--- config.mk ---
export PLATFORM = sky130hd
export DESIGN_NAME = adpll_acq_ctrl_flat
export DESIGN_NICKNAME = d
export VERILOG_FILES = /design/src/rtl/adpll_acq_ctrl_if.sv /design/src/rtl/adpll_acq_ctrl.sv /design/src/flat_wrapper.sv
export SDC_FILE = /design/constraint.sdc
export NUM_CORES = 1
export LEC_CHECK = 0
export ABC_AREA = 1
export CORE_MARGIN = 2
export CORE_UTILIZATION = 40
export DETAILED_ROUTE_END_ITERATION = 6
export PLACE_DENSITY_LB_ADDON = 0.05
export SLEW_MARGIN = 20
export SYNTH_ARGS = -nofsm -noshare
export SYNTH_HDL_FRONTEND = slang
export SYNTH_SLANG_ARGS = --single-unit
--- constraint.sdc ---
create_clock -name clk -period 7.6 [get_ports clk]
set_input_delay 0.76 -clock clk [delete_from_list [all_inputs] [get_ports clk]]
set_output_delay 0.76 -clock clk [all_outputs]
set_load 0.05 [all_outputs]
--- src/rtl/adpll_acq_ctrl_if.sv ---
// Control/status bundle between the ADPLL acquisition sequencer and its
// host: acquisition commands, the decimated phase-error stream, sweep
// configuration and the loop-facing outputs.
interface adpll_acq_ctrl_if #(
    parameter int PW = 32,
    parameter int EW = 12
);
    logic                 start;
    logic                 stop;
    logic                 err_vld;
    logic signed [EW-1:0] err;
    logic signed [PW-1:0] f_start;
    logic signed [PW-1:0] f_stop;
    logic signed [PW-1:0] f_step;
    logic        [EW-2:0] lock_thr;
    logic signed [PW-1:0] base_freq;
    logic                 pi_rst;
    logic                 locked;
    logic                 sweep_fail;
    logic        [2:0]    state;

    modport master (
        output start, stop, err_vld, err, f_start, f_stop, f_step, lock_thr,
        input  base_freq, pi_rst, locked, sweep_fail, state
    );

    modport slave (
        input  start, stop, err_vld, err, f_start, f_stop, f_step, lock_thr,
        output base_freq, pi_rst, locked, sweep_fail, state
    );
endinterface

--- src/rtl/adpll_acq_ctrl.sv ---
// Acquisition and lock sequencer for the ADPLL loop. Steps base_freq across
// a latched range until the phase error stays inside a threshold, tracks
// loss of lock and re-acquires from f_start, or reports range exhaustion.
module adpll_acq_ctrl #(
    parameter int PW         = 32,
    parameter int EW         = 12,
    parameter int DWELL      = 256,
    parameter int LOCK_CNT   = 64,
    parameter int UNLOCK_CNT = 16
) (
    input logic             clk,
    input logic             rst,
    adpll_acq_ctrl_if.slave bus
);
    localparam int DW = $clog2(DWELL + 1);
    localparam int GW = $clog2(LOCK_CNT + 1);
    localparam int BW = $clog2(UNLOCK_CNT + 1);

    typedef enum logic [2:0] {
        IDLE   = 3'd0,
        SETTLE = 3'd1,
        SWEEP  = 3'd2,
        TRACK  = 3'd3,
        FAIL   = 3'd4
    } state_t;

    state_t               state_q;
    logic signed [PW-1:0] base_q;
    logic                 pi_rst_q;
    logic                 locked_q;
    logic                 fail_q;
    logic signed [PW-1:0] f_stop_q;
    logic signed [PW-1:0] f_step_q;
    logic        [EW-2:0] lock_thr_q;
    logic        [DW-1:0] dwell_q;
    logic        [GW-1:0] good_q;
    logic        [BW-1:0] bad_q;

    logic        [EW:0]   mag;
    logic                 good;
    logic        [DW-1:0] dwell_nxt;
    logic        [GW-1:0] good_nxt;
    logic        [BW-1:0] bad_nxt;
    logic signed [PW:0]   sum;
    logic signed [PW:0]   stop_ext;
    logic                 over;

    assign bus.state      = state_q;
    assign bus.base_freq  = base_q;
    assign bus.pi_rst     = pi_rst_q;
    assign bus.locked     = locked_q;
    assign bus.sweep_fail = fail_q;

    // Sample classification, counter increments and the widened sweep step.
    always_comb begin
        mag = '0;
        if (bus.err[EW-1]) begin
            mag = -{bus.err[EW-1], bus.err};
        end else begin
            mag = {1'b0, bus.err};
        end
        good      = (mag <= {2'b00, lock_thr_q});
        dwell_nxt = dwell_q + DW'(1);
        good_nxt  = good ? good_q + GW'(1) : '0;
        bad_nxt   = good ? '0 : bad_q + BW'(1);
        sum       = {base_q[PW-1], base_q} + {f_step_q[PW-1], f_step_q};
        stop_ext  = {f_stop_q[PW-1], f_stop_q};
        over      = (sum > stop_ext);
    end

    // Sequencer: state, registered outputs, counters and latched config.
    always_ff @(posedge clk) begin
        if (rst) begin
            state_q    <= IDLE;
            base_q     <= '0;
            pi_rst_q   <= 1'b1;
            locked_q   <= 1'b0;
            fail_q     <= 1'b0;
            f_stop_q   <= '0;
            f_step_q   <= '0;
            lock_thr_q <= '0;
            dwell_q    <= '0;
            good_q     <= '0;
            bad_q      <= '0;
        end else if (bus.stop) begin
            state_q  <= IDLE;
            pi_rst_q <= 1'b1;
            locked_q <= 1'b0;
            fail_q   <= 1'b0;
            dwell_q  <= '0;
            good_q   <= '0;
            bad_q    <= '0;
        end else begin
            case (state_q)
                IDLE, FAIL: begin
                    if (bus.start) begin
                        state_q    <= SETTLE;
                        base_q     <= bus.f_start;
                        pi_rst_q   <= 1'b0;
                        fail_q     <= 1'b0;
                        f_stop_q   <= bus.f_stop;
                        f_step_q   <= bus.f_step;
                        lock_thr_q <= bus.lock_thr;
                        dwell_q    <= '0;
                        good_q     <= '0;
                        bad_q      <= '0;
                    end
                end
                SETTLE: begin
                    // pi_rst may arrive high from a re-acquire; drop it after one cycle
                    pi_rst_q <= 1'b0;
                    if (bus.err_vld) begin
                        dwell_q <= dwell_nxt;
                        good_q  <= good_nxt;
                        if (good_nxt == GW'(LOCK_CNT)) begin
                            state_q  <= TRACK;
                            locked_q <= 1'b1;
                            bad_q    <= '0;
                        end else if (dwell_nxt == DW'(DWELL)) begin
                            state_q  <= SWEEP;
                            pi_rst_q <= 1'b1;
                        end
                    end
                end
                SWEEP: begin
                    if (over) begin
                        state_q <= FAIL;
                        fail_q  <= 1'b1;
                    end else begin
                        state_q  <= SETTLE;
                        base_q   <= sum[PW-1:0];
                        pi_rst_q <= 1'b0;
                        dwell_q  <= '0;
                        good_q   <= '0;
                    end
                end
                TRACK: begin
                    if (bus.err_vld) begin
                        bad_q <= bad_nxt;
                        if (bad_nxt == BW'(UNLOCK_CNT)) begin
                            state_q  <= SETTLE;
                            base_q   <= bus.f_start;
                            pi_rst_q <= 1'b1;
                            locked_q <= 1'b0;
                            dwell_q  <= '0;
                            good_q   <= '0;
                            bad_q    <= '0;
                        end
                    end
                end
                default: begin
                    state_q  <= IDLE;
                    pi_rst_q <= 1'b1;
                    locked_q <= 1'b0;
                    fail_q   <= 1'b0;
                end
            endcase
        end
    end
endmodule

--- src/flat_wrapper.sv ---
// flat-port wrapper written by rule: the top's interface ports become plain ports
module adpll_acq_ctrl_flat 
#(
    parameter int PW         = 32,
    parameter int EW         = 12,
    parameter int DWELL      = 256,
    parameter int LOCK_CNT   = 64,
    parameter int UNLOCK_CNT = 16
)
  (clk, rst, bus_start, bus_stop, bus_err_vld, bus_err, bus_f_start, bus_f_stop, bus_f_step, bus_lock_thr, bus_base_freq, bus_pi_rst, bus_locked, bus_sweep_fail, bus_state);
  adpll_acq_ctrl_if #(.PW(PW), .EW(EW)) bus_i ();
  input logic clk;
  input logic rst;
  input wire logic [$bits(bus_i.start)-1:0] bus_start;
  input wire logic [$bits(bus_i.stop)-1:0] bus_stop;
  input wire logic [$bits(bus_i.err_vld)-1:0] bus_err_vld;
  input wire logic [$bits(bus_i.err)-1:0] bus_err;
  input wire logic [$bits(bus_i.f_start)-1:0] bus_f_start;
  input wire logic [$bits(bus_i.f_stop)-1:0] bus_f_stop;
  input wire logic [$bits(bus_i.f_step)-1:0] bus_f_step;
  input wire logic [$bits(bus_i.lock_thr)-1:0] bus_lock_thr;
  output wire logic [$bits(bus_i.base_freq)-1:0] bus_base_freq;
  output wire logic [$bits(bus_i.pi_rst)-1:0] bus_pi_rst;
  output wire logic [$bits(bus_i.locked)-1:0] bus_locked;
  output wire logic [$bits(bus_i.sweep_fail)-1:0] bus_sweep_fail;
  output wire logic [$bits(bus_i.state)-1:0] bus_state;
  assign bus_i.start = bus_start;
  assign bus_i.stop = bus_stop;
  assign bus_i.err_vld = bus_err_vld;
  assign bus_i.err = bus_err;
  assign bus_i.f_start = bus_f_start;
  assign bus_i.f_stop = bus_f_stop;
  assign bus_i.f_step = bus_f_step;
  assign bus_i.lock_thr = bus_lock_thr;
  assign bus_base_freq = bus_i.base_freq;
  assign bus_pi_rst = bus_i.pi_rst;
  assign bus_locked = bus_i.locked;
  assign bus_sweep_fail = bus_i.sweep_fail;
  assign bus_state = bus_i.state;
  adpll_acq_ctrl #(.PW(PW), .EW(EW), .DWELL(DWELL), .LOCK_CNT(LOCK_CNT), .UNLOCK_CNT(UNLOCK_CNT)) u_core (.clk(clk), .rst(rst), .bus(bus_i));
endmodule
==> results.yml <==
place:
  dpl.hpwl_mm: 22.30
  gp_congestion: 1.023
  dpl_cell_area_mm2: 0.01102
  portBuffers: 161
  placedCellCount: 1818
global_routing:
  grt_pass1_vias: 8971
  grt_usage_pct: 24.11
  antenna_found_initial: 0
  grt_pass1_wl_mm: 46.20
  grt_max_degree: 90
  grt_overflow: 0
worst_hold_path:
  worstHoldStart: "u_core.lock_thr_q[9]$_SDFFE_PP0P_"
  min_path_type: "reg2reg"
clock_network:
  postCtsHoldBufs: 0
  cts_sinks: 134
  post_cts_resized: 0
  cts_tree: "built"
  h-tree-depth: 4
  cts.root.buffer_cell: "clkbuf_16"
  cts-buffers-inserted: 17
  clkTransAtPathRegs_ns: 0.06
  post_cts.repair.setup_buffers: 0
  insertion_delay_ns: 0.43
  clk_path_buf_depth: 2
drt:
  routed_wl_mm: 28.87
  antenna_left: 0
  num_vias: 9353
  drc: 0
  viasPerCell: 5.056
  dr.pass1.iters: 5
  drt_iter0_markers: 655
  wl_per_cell_um: 15.60
power:
  p_sw_uw: 838.1
  pwr-share-comb_pct: 32.1
  ir_worst_vdd_mv: 0.1415
  p_per_area_mw_per_mm2: 205.4
  power_switching_share_pct: 35.13
  seq_power_share_pct: 33.5
  intPower_mw: 1.548
  clkPwrFrac_pct: 34.4
  p_leak_nw: 5.403
status:
  status: "finished clean"
synthesis:
  synth_top_area_share_pct: 29.13
  synth-seq-cells: 134
  synth_area_mm2: 0.009210
  ys_seq_area_share_pct: 29.13
  netlist_top_cells_area: "dfxtp_1, nand2_1, ha_1"
  syn-num-nets: 1617
  synthCells: 1411
  async_reset_ff_share_pct: 0
  avgSynthCellArea_um2: 6.527
  synth_common_cells: "nand2_1, nor2_1, inv_1, dfxtp_1, o21ai_0"
  synth_edf_count: 0
  synth_most_common_cell: "nand2_1"
  synth_ff_type: "dfxtp_1"
  synth_top_area_cell: "dfxtp_1"
  yosysWarnings: 0
  synth.distinct_cells: 41
sta:
  hold_viol: 0
  final.min_clock_period_ns: 4.926
  slew_viol_final: 0
  rsz0062_at_grt: "no"
  worst-slew-pin-transition_ns: 0.8110
  skew_ns: 0.01036
  relSlewSlack_pct: 45.93
  tns_ns: 0
  fmax_ghz: 0.2030
  hold_slack_ns: 0.4605
  finalSetupViolations: 0
  finalCritPeriodShare_pct: 64.82
worst_setup_path:
  max_stage_delay_ns: 0.71
  critPathArrivalTime_ns: 5.24
  critical_path_class: "reg2reg"
  cp.required_ns: 7.92
  worstSetupStartpoint: "u_core.bus.base_freq[20]$_SDFFE_PP0P_"
  end_kind: "flip-flop"
  crit_path_top_delay_cell: "nor4_1"
  regToRegStartpoint: "u_core.bus.base_freq[20]$_SDFFE_PP0P_"
  cp-start-kind: "flip-flop"
  crit_top_cell: "nand2_1"
  reg2reg_setup_slack_ns: 2.67
  critPathMaxFanout: 30
floorplanning:
  fp.dieH_um: 155.7
  start_util_pct: 40.68
  rows: 55
  pin_count: 162
  dieArea_mm2: 0.02425
  die_width_um: 155.7
  coreArea_mm2: 0.02264
final_layout:
  final_area_mm2: 0.01161
  layout-drive-gt1-share_pct: 3.834
  area_growth_pct: 26.10
  final_cells: 1850
  antenna_cells: 0
  layout.nets: 1759
flow_run:
  maxCapViolations: 0
[registers in the layout, indices dropped and copies added (netlist names)]
name                   count
u_core.bus.base_freq      32
u_core.f_step_q           32
u_core.f_stop_q           32
u_core.lock_thr_q         11
u_core.dwell_q             9
u_core.good_q              7
u_core.bad_q               5
u_core.bus.state           3
u_core.bus.locked          1
u_core.bus.pi_rst          1
u_core.bus.sweep_fail      1
[metal layers]
metal  share of wire (%)  vias to the layer above  global-route usage (%)  routed length, um
met1                  47                     4205                   31.78              13510
li1                    -                     4875                       -                  -
met3                 5.2                       26                   4.056               1499
met5                   0                        -                       0                  0
met4                 1.3                        0                   6.291                384
met2                  47                      247                   40.94              13470
[critical path: cells and delay by family (launching register included)]
kind                       cells  cell delay, ns
AOI/OAI and AO/OA              3            0.53
adders and majority gates      2            0.66
buffers and inverters          2            0.40
DFF                            1            0.34
and+or+nand+nor               19            2.87
[cells by family (layout without fill, tap and decap cells)]
| logic type | Yosys count | count (layout) | synth area share [%] |
|---|---|---|---|
| compound gates | 273 | 273 | 16.18 |
| xor+xnor | 42 | 42 | 3.994 |
| fa+ha+maj | 82 | 82 | 11.22 |
| buf+inv | 200 | 354 | 8.735 |
| flops | 134 | 134 | 29.13 |
| simple gates | 680 | 680 | 30.74 |
[power by group through the flow]
stage	Combinational (mW)	Clock (mW)	Sequential, mW
final	0.767	0.820	0.799
after floorplan	0.451	0	0.871
after detailed placement	0.759	0	0.815
after global placement	0.756	0	0.814
after CTS	0.764	0.837	0.800
after global routing	0.865	0.866	0.806
[worst paths after layout]
kind	end	cells past startpoint
max	u_core.bus.base_freq[24]$_SDFFE_PP0P_	26
min	u_core.lock_thr_q[9]$_SDFFE_PP0P_	2
max reg2reg	u_core.bus.base_freq[24]$_SDFFE_PP0P_	26
min reg2reg	u_core.lock_thr_q[9]$_SDFFE_PP0P_	2
[layout make-up]
cell class	count	area, um^2
clock buffer	22	464.2
multi-input combinational	1077	5729
tap	285	356.6
sequential	134	2683
timing repair buffer	171	1707
fill	2328	11030
inverter	152	571.8
clock inverter	9	102.6
[stage by stage]
step | power, mW | worst slack [ns] | util (%)
floorplan | 1.322 | 3.704 | -
global placement | 1.570 | 2.271 | 48.67
detailed placement | 1.573 | 2.337 | 48.67
CTS | 2.401 | 2.297 | 51.17
global route | 2.536 | 2.202 | 51.30
finish | 2.386 | 2.674 | 51.30
[layout by cell type, fill, tap and decap left out, types with 5 or more instances in the layout]
cell	n
a21oi_1	109
nor2_1	241
and2_1	6
xnor2_1	13
dfxtp_1	134
o21bai_1	23
clkinv_2	6
o21a_1	5
inv_1	147
nand4_1	37
o21ai_0	122
buf_4	9
nand2_1	316
ha_1	81
nand3b_1	5
nand3_1	43
nor3_1	10
xor2_1	29
clkbuf_16	17
clkdlybuf4s50_1	161
No activity file was read; power rests on OpenSTA's default activity.
